--- src/rtl/wb_port_arbiter_if.sv ---
// Bundled bus signals between N packed Wishbone masters, the arbiter and one shared target port.
// slave is the arbiter's view; master is the view of whatever drives the masters and the target.
// Slices are packed {port0, port1, ...}, so port 0 occupies the most-significant slice and bit.
interface wb_port_arbiter_if #(
    parameter int nr_of_ports = 3,
    parameter int adr_size    = 36,
    parameter int dat_size    = 36
);
    logic [nr_of_ports*adr_size-1:0] wb_adr_i;
    logic [nr_of_ports*dat_size-1:0] wb_dat_i;
    logic [nr_of_ports-1:0]          wb_stb_i;
    logic [nr_of_ports-1:0]          wb_cyc_i;
    logic [nr_of_ports*32-1:0]       wb_dat_o;
    logic [nr_of_ports-1:0]          wb_ack_o;
    logic [adr_size-1:0]             m_adr_o;
    logic [dat_size-1:0]             m_dat_o;
    logic                            m_stb_o;
    logic                            m_cyc_o;
    logic [31:0]                     m_dat_i;
    logic                            m_ack_i;
    logic [nr_of_ports-1:0]          grant_o;

    modport slave (
        input  wb_adr_i, wb_dat_i, wb_stb_i, wb_cyc_i, m_dat_i, m_ack_i,
        output wb_dat_o, wb_ack_o, m_adr_o, m_dat_o, m_stb_o, m_cyc_o, grant_o
    );

    modport master (
        output wb_adr_i, wb_dat_i, wb_stb_i, wb_cyc_i, m_dat_i, m_ack_i,
        input  wb_dat_o, wb_ack_o, m_adr_o, m_dat_o, m_stb_o, m_cyc_o, grant_o
    );
endinterface

--- src/rtl/wb_port_arbiter.sv ---
// Round-robin arbiter sharing one Wishbone target between nr_of_ports masters, grant held per bus cycle.
// Latency: grant registered one edge after a request; ack, read data and target signals are combinational.
// Backpressure: losers simply wait; a one-cycle IDLE bubble always separates two grants.
module wb_port_arbiter #(
    parameter int nr_of_ports = 3,
    parameter int adr_size    = 36,
    parameter int dat_size    = 36
) (
    input  logic              wb_clk,
    input  logic              wb_rst_n,
    wb_port_arbiter_if.slave  bus
);
    localparam int IW = $clog2(nr_of_ports);

    typedef enum logic {IDLE, BUSY} state_t;

    state_t                 state;
    logic [IW-1:0]          gidx;
    logic [IW-1:0]          last;

    logic [nr_of_ports-1:0] cyc_p;
    logic [nr_of_ports-1:0] stb_p;
    logic [nr_of_ports-1:0] req_p;
    logic [nr_of_ports-1:0] win_oh;
    logic                   any_req;
    logic [IW-1:0]          win;
    logic                   busy;
    logic [adr_size-1:0]    sel_adr;
    logic [dat_size-1:0]    sel_dat;
    logic                   sel_cyc;
    logic                   sel_stb;
    logic [2:0]             sel_cti;
    logic                   term;

    // Internal vectors are indexed by port number; the bus uses reversed bit order.
    always_comb begin
        cyc_p = '0;
        stb_p = '0;
        for (int i = 0; i < nr_of_ports; i++) begin
            cyc_p[i] = bus.wb_cyc_i[nr_of_ports-1-i];
            stb_p[i] = bus.wb_stb_i[nr_of_ports-1-i];
        end
        req_p = cyc_p & stb_p;
    end

    // Walk from the farthest candidate to the nearest so the first port after last wins.
    always_comb begin
        any_req = 1'b0;
        win     = '0;
        for (int k = nr_of_ports; k >= 1; k--) begin
            int idx;
            idx = int'(last) + k;
            if (idx >= nr_of_ports)
                idx = idx - nr_of_ports;
            if (req_p[idx]) begin
                any_req = 1'b1;
                win     = IW'(idx);
            end
        end
        win_oh = '0;
        for (int i = 0; i < nr_of_ports; i++)
            win_oh[nr_of_ports-1-i] = (win == IW'(i));
    end

    always_comb begin
        sel_adr = '0;
        sel_dat = '0;
        sel_cyc = 1'b0;
        sel_stb = 1'b0;
        for (int i = 0; i < nr_of_ports; i++) begin
            if (gidx == IW'(i)) begin
                sel_adr = bus.wb_adr_i[(nr_of_ports-1-i)*adr_size +: adr_size];
                sel_dat = bus.wb_dat_i[(nr_of_ports-1-i)*dat_size +: dat_size];
                sel_cyc = cyc_p[i];
                sel_stb = stb_p[i];
            end
        end
        sel_cti = sel_adr[2:0];
    end

    assign busy = (state == BUSY);

    // Classic cycles and end-of-burst release on ack; an abandoned cycle releases immediately.
    assign term = busy && (!sel_cyc ||
                           (bus.m_ack_i && (sel_cti == 3'b000 || sel_cti == 3'b111)));

    always_ff @(posedge wb_clk or negedge wb_rst_n) begin
        if (!wb_rst_n) begin
            state       <= IDLE;
            gidx        <= '0;
            last        <= IW'(nr_of_ports-1);
            bus.grant_o <= '0;
        end else begin
            case (state)
                IDLE: begin
                    if (any_req) begin
                        state       <= BUSY;
                        gidx        <= win;
                        last        <= win;
                        bus.grant_o <= win_oh;
                    end
                end
                BUSY: begin
                    if (term) begin
                        state       <= IDLE;
                        bus.grant_o <= '0;
                    end
                end
                default: begin
                    state       <= IDLE;
                    bus.grant_o <= '0;
                end
            endcase
        end
    end

    // Everything toward the target is gated by the registered state, so reset clears it at once.
    always_comb begin
        bus.m_adr_o = busy ? sel_adr : '0;
        bus.m_dat_o = busy ? sel_dat : '0;
        bus.m_cyc_o = busy & sel_cyc;
        bus.m_stb_o = busy & sel_stb;
        bus.wb_ack_o = '0;
        for (int i = 0; i < nr_of_ports; i++)
            bus.wb_ack_o[nr_of_ports-1-i] = busy && (gidx == IW'(i)) && bus.m_ack_i;
    end

    assign bus.wb_dat_o = {nr_of_ports{bus.m_dat_i}};

endmodule

--- src/flat_wrapper.sv ---
// flat-port wrapper written by rule: the top's interface ports become plain ports
module wb_port_arbiter_flat 
#(
    parameter int nr_of_ports = 3,
    parameter int adr_size    = 36,
    parameter int dat_size    = 36
)
  (wb_clk, wb_rst_n, bus_wb_adr_i, bus_wb_dat_i, bus_wb_stb_i, bus_wb_cyc_i, bus_m_dat_i, bus_m_ack_i, bus_wb_dat_o, bus_wb_ack_o, bus_m_adr_o, bus_m_dat_o, bus_m_stb_o, bus_m_cyc_o, bus_grant_o);
  wb_port_arbiter_if #(.nr_of_ports(nr_of_ports), .adr_size(adr_size), .dat_size(dat_size)) bus_i ();
  input  logic wb_clk;
  input  logic wb_rst_n;
  input wire logic [$bits(bus_i.wb_adr_i)-1:0] bus_wb_adr_i;
  input wire logic [$bits(bus_i.wb_dat_i)-1:0] bus_wb_dat_i;
  input wire logic [$bits(bus_i.wb_stb_i)-1:0] bus_wb_stb_i;
  input wire logic [$bits(bus_i.wb_cyc_i)-1:0] bus_wb_cyc_i;
  input wire logic [$bits(bus_i.m_dat_i)-1:0] bus_m_dat_i;
  input wire logic [$bits(bus_i.m_ack_i)-1:0] bus_m_ack_i;
  output wire logic [$bits(bus_i.wb_dat_o)-1:0] bus_wb_dat_o;
  output wire logic [$bits(bus_i.wb_ack_o)-1:0] bus_wb_ack_o;
  output wire logic [$bits(bus_i.m_adr_o)-1:0] bus_m_adr_o;
  output wire logic [$bits(bus_i.m_dat_o)-1:0] bus_m_dat_o;
  output wire logic [$bits(bus_i.m_stb_o)-1:0] bus_m_stb_o;
  output wire logic [$bits(bus_i.m_cyc_o)-1:0] bus_m_cyc_o;
  output wire logic [$bits(bus_i.grant_o)-1:0] bus_grant_o;
  assign bus_i.wb_adr_i = bus_wb_adr_i;
  assign bus_i.wb_dat_i = bus_wb_dat_i;
  assign bus_i.wb_stb_i = bus_wb_stb_i;
  assign bus_i.wb_cyc_i = bus_wb_cyc_i;
  assign bus_i.m_dat_i = bus_m_dat_i;
  assign bus_i.m_ack_i = bus_m_ack_i;
  assign bus_wb_dat_o = bus_i.wb_dat_o;
  assign bus_wb_ack_o = bus_i.wb_ack_o;
  assign bus_m_adr_o = bus_i.m_adr_o;
  assign bus_m_dat_o = bus_i.m_dat_o;
  assign bus_m_stb_o = bus_i.m_stb_o;
  assign bus_m_cyc_o = bus_i.m_cyc_o;
  assign bus_grant_o = bus_i.grant_o;
  wb_port_arbiter #(.nr_of_ports(nr_of_ports), .adr_size(adr_size), .dat_size(dat_size)) u_core (.wb_clk(wb_clk), .wb_rst_n(wb_rst_n), .bus(bus_i));
endmodule
--- config.mk ---
export PLATFORM = sky130hd
export DESIGN_NAME = wb_port_arbiter_flat
export DESIGN_NICKNAME = d
export VERILOG_FILES = /design/src/rtl/wb_port_arbiter_if.sv /design/src/rtl/wb_port_arbiter.sv /design/src/flat_wrapper.sv
export SDC_FILE = /design/constraint.sdc
export NUM_CORES = 1
export LEC_CHECK = 0
export CAP_MARGIN = 10
export CORE_AREA = 2 2 166 168
export DETAILED_ROUTE_END_ITERATION = 6
export DIE_AREA = 0 0 168 170
export SKIP_LAST_GASP = 1
export SYNTH_ARGS = -nofsm -noshare
export SYNTH_HDL_FRONTEND = slang
export SYNTH_SLANG_ARGS = --single-unit
--- constraint.sdc ---
create_clock -name wb_clk -period 3.8 [get_ports wb_clk]
set_input_delay 0.76 -clock wb_clk [delete_from_list [all_inputs] [get_ports wb_clk]]
set_output_delay 0.76 -clock wb_clk [all_outputs]
set_load 0.05 [all_outputs]
# Yosys cells after proc, flatten, opt, wreduce, memory -nomap -nowiden
# Index checks and enable logic that the tools add are counted.
dict set report word_totals {
  register_bits 8
  in_bits 257
  output_inout_bits 176
}
dict set report classes {
  bitwise 4
  addsub 6
  muxes 38
  n_eq_ne 7
  n_lt_le_gt_ge 6
  n_reduce_logical 16
}
# operator n
set ops {}
lappend ops {{36-bit two-way mux} 8}
lappend ops {{32-bit by 3-bit greater-or-equal comparator with 1-bit output, second input constant} 3}
lappend ops {{32-bit by 4-bit less-than comparator with 1-bit output, second input constant} 3}
lappend ops {{32-bit two-way mux} 3}
lappend ops {{32-bit by 3-bit subtractor with 32-bit output, second input constant} 3}
lappend ops {{1-bit two-way mux} 17}
lappend ops {{1-bit logical AND} 8}
lappend ops {{2-bit by 2-bit adder with 3-bit output, second input constant} 2}
lappend ops {{1-bit binary-select mux with 2-bit select} 3}
lappend ops {{2-bit two-way mux} 3}
lappend ops {{3-bit two-way mux} 2}
lappend ops {{3-bit one-hot mux with 2 select lines} 1}
lappend ops {{2-bit by 1-bit equality test with 1-bit output, second input constant} 2}
lappend ops {{2-bit equality test, second input constant} 2}
lappend ops {{2-bit logical NOT} 2}
lappend ops {{2-bit AND reduction} 2}
lappend ops {{2-bit by 1-bit adder with 3-bit output, second input constant} 1}
lappend ops {{3-bit bitwise AND} 1}
lappend ops {{3-bit equality test, second input constant} 1}
lappend ops {{3-bit logical NOT} 1}
lappend ops {{1-bit bitwise AND} 2}
lappend ops {{1-bit logical OR} 2}
lappend ops {{2-bit by 1-bit != test with 1-bit output, second input constant} 1}
lappend ops {{2-bit != test, second input constant} 1}
lappend ops {{3 further kinds} 3}

# Logic depth before layout (Yosys ltp)
dict set report depth {
  word_depth 12
  mapped_depth 9
  depth_no_buf 7
}

# Worst setup path after synthesis
# Ideal clock, no wire load.
dict set report synth_timing {
  path_type {register -> output}
  from {register u_core.gidx[1]}
  to {output bus_wb_ack_o[0]}
  arrival_time_ps 2317
  setup_slack_ps 723
  stages_incl_launch_ff 5
  path_cell_list {dfrtp_1 buf_2 buf_2 buf_1 nor3b_1}
}
dict set report synth_via {
  elab_chain_cells 3
}
# element line
set synth_rtl {}
lappend synth_rtl {{start, declared} wb_port_arbiter.sv:18} ;# logic [IW-1:0] gidx;
lappend synth_rtl {{start signal, assigned} wb_port_arbiter.sv:98} ;# gidx <= win;
lappend synth_rtl {{2-bit equality test} wb_port_arbiter.sv:125} ;# bus.wb_ack_o[nr_of_ports-1-i] = busy && (gidx == IW'(i)) && bus.m_ack_i;
lappend synth_rtl {{1-bit logical AND (2 in series)} wb_port_arbiter.sv:125}
lappend synth_rtl {{end, declared} flat_wrapper.sv:19} ;# output wire logic [$bits(bus_i.wb_ack_o)-1:0] bus_wb_ack_o;
# Every way passes these cells.

# Worst setup path in the final report
dict set report layout_timing {
  from {input bus_m_ack_i}
  to {output bus_wb_ack_o[0]}
}
dict set report layout_via {
  elab_chain_cells 1
}
# element line
set layout_rtl {}
lappend layout_rtl {{start, declared} flat_wrapper.sv:17} ;# input wire logic [$bits(bus_i.m_ack_i)-1:0] bus_m_ack_i;
lappend layout_rtl {{1-bit logical AND} wb_port_arbiter.sv:125}
# Every way passes these cells.

==> summary.md <==
| Metric | Value |
|---|---|
| Gpl congestion | 0.834 |
| Vias in the first global route | 3857 |
| IR Drop Worst-Case VDD | 0.295 mV |
| GRT Util Overall | 9.95% |
| Slew HR | 48.9% |
| Sequential area share after synthesis | 5.65% |
| Unrepaired setup endpoints after global routing | false |
| Number of diodes | 0 |
| Internal | 0.00244 W |
| Via Count | 3873 |
| Top post-synthesis cells by area | mux2i_1 23%, buf_4 23%, nor2_1 17%, a21oi_1 12%, dfrtp_1 4.8% |
| Synth Area in Adders | 1.20% |
| Synth Area in XOR/XNOR | 0% |
| Main combinational cell family by area after synthesis | buffers and inverters |
| Number of H-tree levels | 1 |
| CTS resizes | 0 |
| Highest clock rate | 0.318 GHz |
| Mapped Avg Cell Area | 6.40 µm² |
| Simple-gate share of the synthesized area | 23.2% |
| Largest net degree at the start of global routing | 75 |
| Post-synth top flop | dfrtp_1 |
| Skew-Pair Late Insertion Delay | 0.23 ns |
| Starting DRC count in detailed routing | 105 |
| Crit path max fanout | 3 |
| Clock Sinks | 7 |
| Post-Syn Area | 3120 µm² |
| Status | completed |
| Initial Util | 11.7% |
| Post-synth cell types | 41 |
| Global-route wire length before repair | 22.3 mm |
| Placement Cell Area | 6540 µm² |
| Drt pass-1 iters | 7 |
| Setup slack after layout | 0.656 ns |
| CTS max path bufs | 2 |
| Post-route ant nets | 0 |
| Reg-to-reg setup timing slack | 0.94 ns |
| Post-Route WL | 15.6 mm |
| Setup bufs post-CTS | 0 |
| Crit. End Element | output pin |
| Cts hold-fix bufs | 0 |
| Clock Pin Slew Worst Setup and Hold Paths | 0.03 ns |
| Worst Setup Path Type | in2out |
| Grt total ovfl | 0 |
| Initial antenna violation count | 0 |
| Cts bufs inserted | 3 |
| Post-synth ARST share | 100% |
| DR WL/cell | 15.4 µm |
| Number of synthesized register bits | 7 |
| IO Pins | 433 |
| EDFF count, synth | 0 |
| Root buf cell | clkbuf_16 |
| HPWL after detailed placement | 12.8 mm |
| Setup TNS Final | 0 ns |
| Layout cells sized above 1 | 14.0% |
| Row count | 60 |
| TritonCTS clock tree | yes |
| CP Data Arrival Time | 2.38 ns |
| Tcrit/Tclk final | 82.7% |
| # fillers | 2899 |
| Area Growth Syn to Fin | 112% |
| Core area | 26700 µm² |
| LEAKAGE | 2.59 nW |
| Drt via density | 3.83 |
| Die area | 28600 µm² |
| Place WS | 0.669 ns |
| Fin area | 6620 µm² |
| Warnings from Yosys | 0 |
| Mux cell area share after synthesis | 24.1% |
| CP required | 3.04 ns |
| Logic pwr share | 90.6% |
| Startpoint Class | primary input |
| Compound-Gate Fraction of Synth Area | 17.2% |
| DRC | 0 |
| Hold Violations, Final | 0 |
| Mapped Cells | 488 |
| Top cell type's share of synthesized area | 23.4% |
| Max-slew violations | 0 |
| Power Density | 803 nW/µm² |
| Clock Power Share | 3.3% |
| Switching share of total power | 54.1% |
| Final nets | 931 |
| Final setup violation count | 0 |
| Switch Pwr | 0.00287 W |
| Max Cap Viol | 0 |
| Final Power | 0.00531 W |
| Synth area leader | mux2i_1 |
| Worst slew pin tran | 0.767 ns |
| Worst Skew | 0.00309 ns |
| Hold Slack | 0.519 ns |
| # port buffers | 304 |
| Die H | 170 µm |
| HP Class | reg2reg |
| Die W | 168 µm |
| Syn Nets | 748 |
| Sequential share of power | 6.1% |
| Post-route minimum period | 3.14 ns |
[per-stage QoR]
stage	utilization (%)	std cells
finish	24.8	1011
global route	24.8	1011
CTS	24.8	1011
detailed placement	24.5	1007
global placement	24.5	1007
floorplan	-	488
[power by group through the flow]
| stage | sequential (W) | clock, W | combinational, W |
|---|---|---|---|
| after floorplan | 0.000186 | 0 | 0.00299 |
| after detailed placement | 0.000331 | 0 | 0.00485 |
| after CTS | 0.000332 | 0.000181 | 0.00486 |
| after global routing | 0.000347 | 0.000185 | 0.00508 |
| after global placement | 0.000332 | 0 | 0.00482 |
| final | 0.000324 | 0.000177 | 0.00481 |
[per-layer routing]
layer  track usage, %  share of wire (%)  up-vias
li1                 -                  -     1899
met5                0                  0        -
met1             10.2                 35     1732
met4             1.47                1.3        0
met3             4.16                 11       10
met2             19.1                 53      232
[sequential cells by signal, indices dropped and copies added (netlist names)]
register            flops
u_core.busy             1
u_core.last             2
u_core.bus.grant_o      3
u_core.gidx             1
[cell usage after synthesis, types with 4 or more instances]
| library cell | instances |
|---|---|
| nor2_1 | 142 |
| buf_4 | 96 |
| mux2i_1 | 73 |
| a21oi_1 | 72 |
| clkbuf_1 | 18 |
| nand2_1 | 11 |
| buf_1 | 8 |
| buf_2 | 7 |
| dfrtp_1 | 6 |
| o21ai_0 | 5 |
| and2_1 | 4 |
| inv_1 | 4 |
[area by class of cell]
type                       instances  area [µm²]  area share [%]
clock buffer                       4        78.8            1.19
inverter                           5        18.8           0.284
multi-input combinational        345        2050            31.0
sequential                         7         184            2.78
tap                              341         427            6.45
timing repair buffer             309        3860            58.3
[cell families after synthesis]
kind of cell	after synthesis
DFF	7
AOI/OAI and AO/OA	94
muxes	75
adders and majority gates	3
buffers and inverters	136
and+or+nand+nor	173
[worst max-delay path, stage by stage]
cell and delay (ns):
clkdlybuf4s50_1 0.49, nand2_1 0.09, nor3b_1 0.21, clkdlybuf4s50_1 0.83
[final timing paths]
check,startpoint,to,depth (start not counted)
max in group asynchronous,wb_rst_n,u_core.last[1],1
min in group asynchronous,wb_rst_n,u_core.bus.grant_o[1],1
min reg2reg,u_core.last[1],u_core.last[1],1
min,u_core.last[1],u_core.last[1],1
max,bus_m_ack_i,bus_wb_ack_o[0],4
max reg2reg,u_core.last[0],u_core.bus.grant_o[2],7
[placed cells by master, fill, tap and decap left out, drive strengths merged, types with 2 or more instances in the layout]
| master | instances |
|---|---|
| clkdlybuf4s50 | 230 |
| clkbuf | 4 |
| buf | 79 |
| mux2 | 2 |
| nor2 | 142 |
| and3 | 2 |
| a21o | 3 |
| dfrtp | 6 |
| nand4 | 3 |
| o2bb2ai | 4 |
| nand2 | 11 |
| ha | 3 |
| inv | 5 |
| a21oi | 72 |
| o21ai | 5 |
| mux2i | 73 |
| and2 | 4 |
| nor2b | 2 |
| nor3b | 2 |
| a31o | 2 |
| nor3 | 2 |
(Power assumes the default switching activity.)
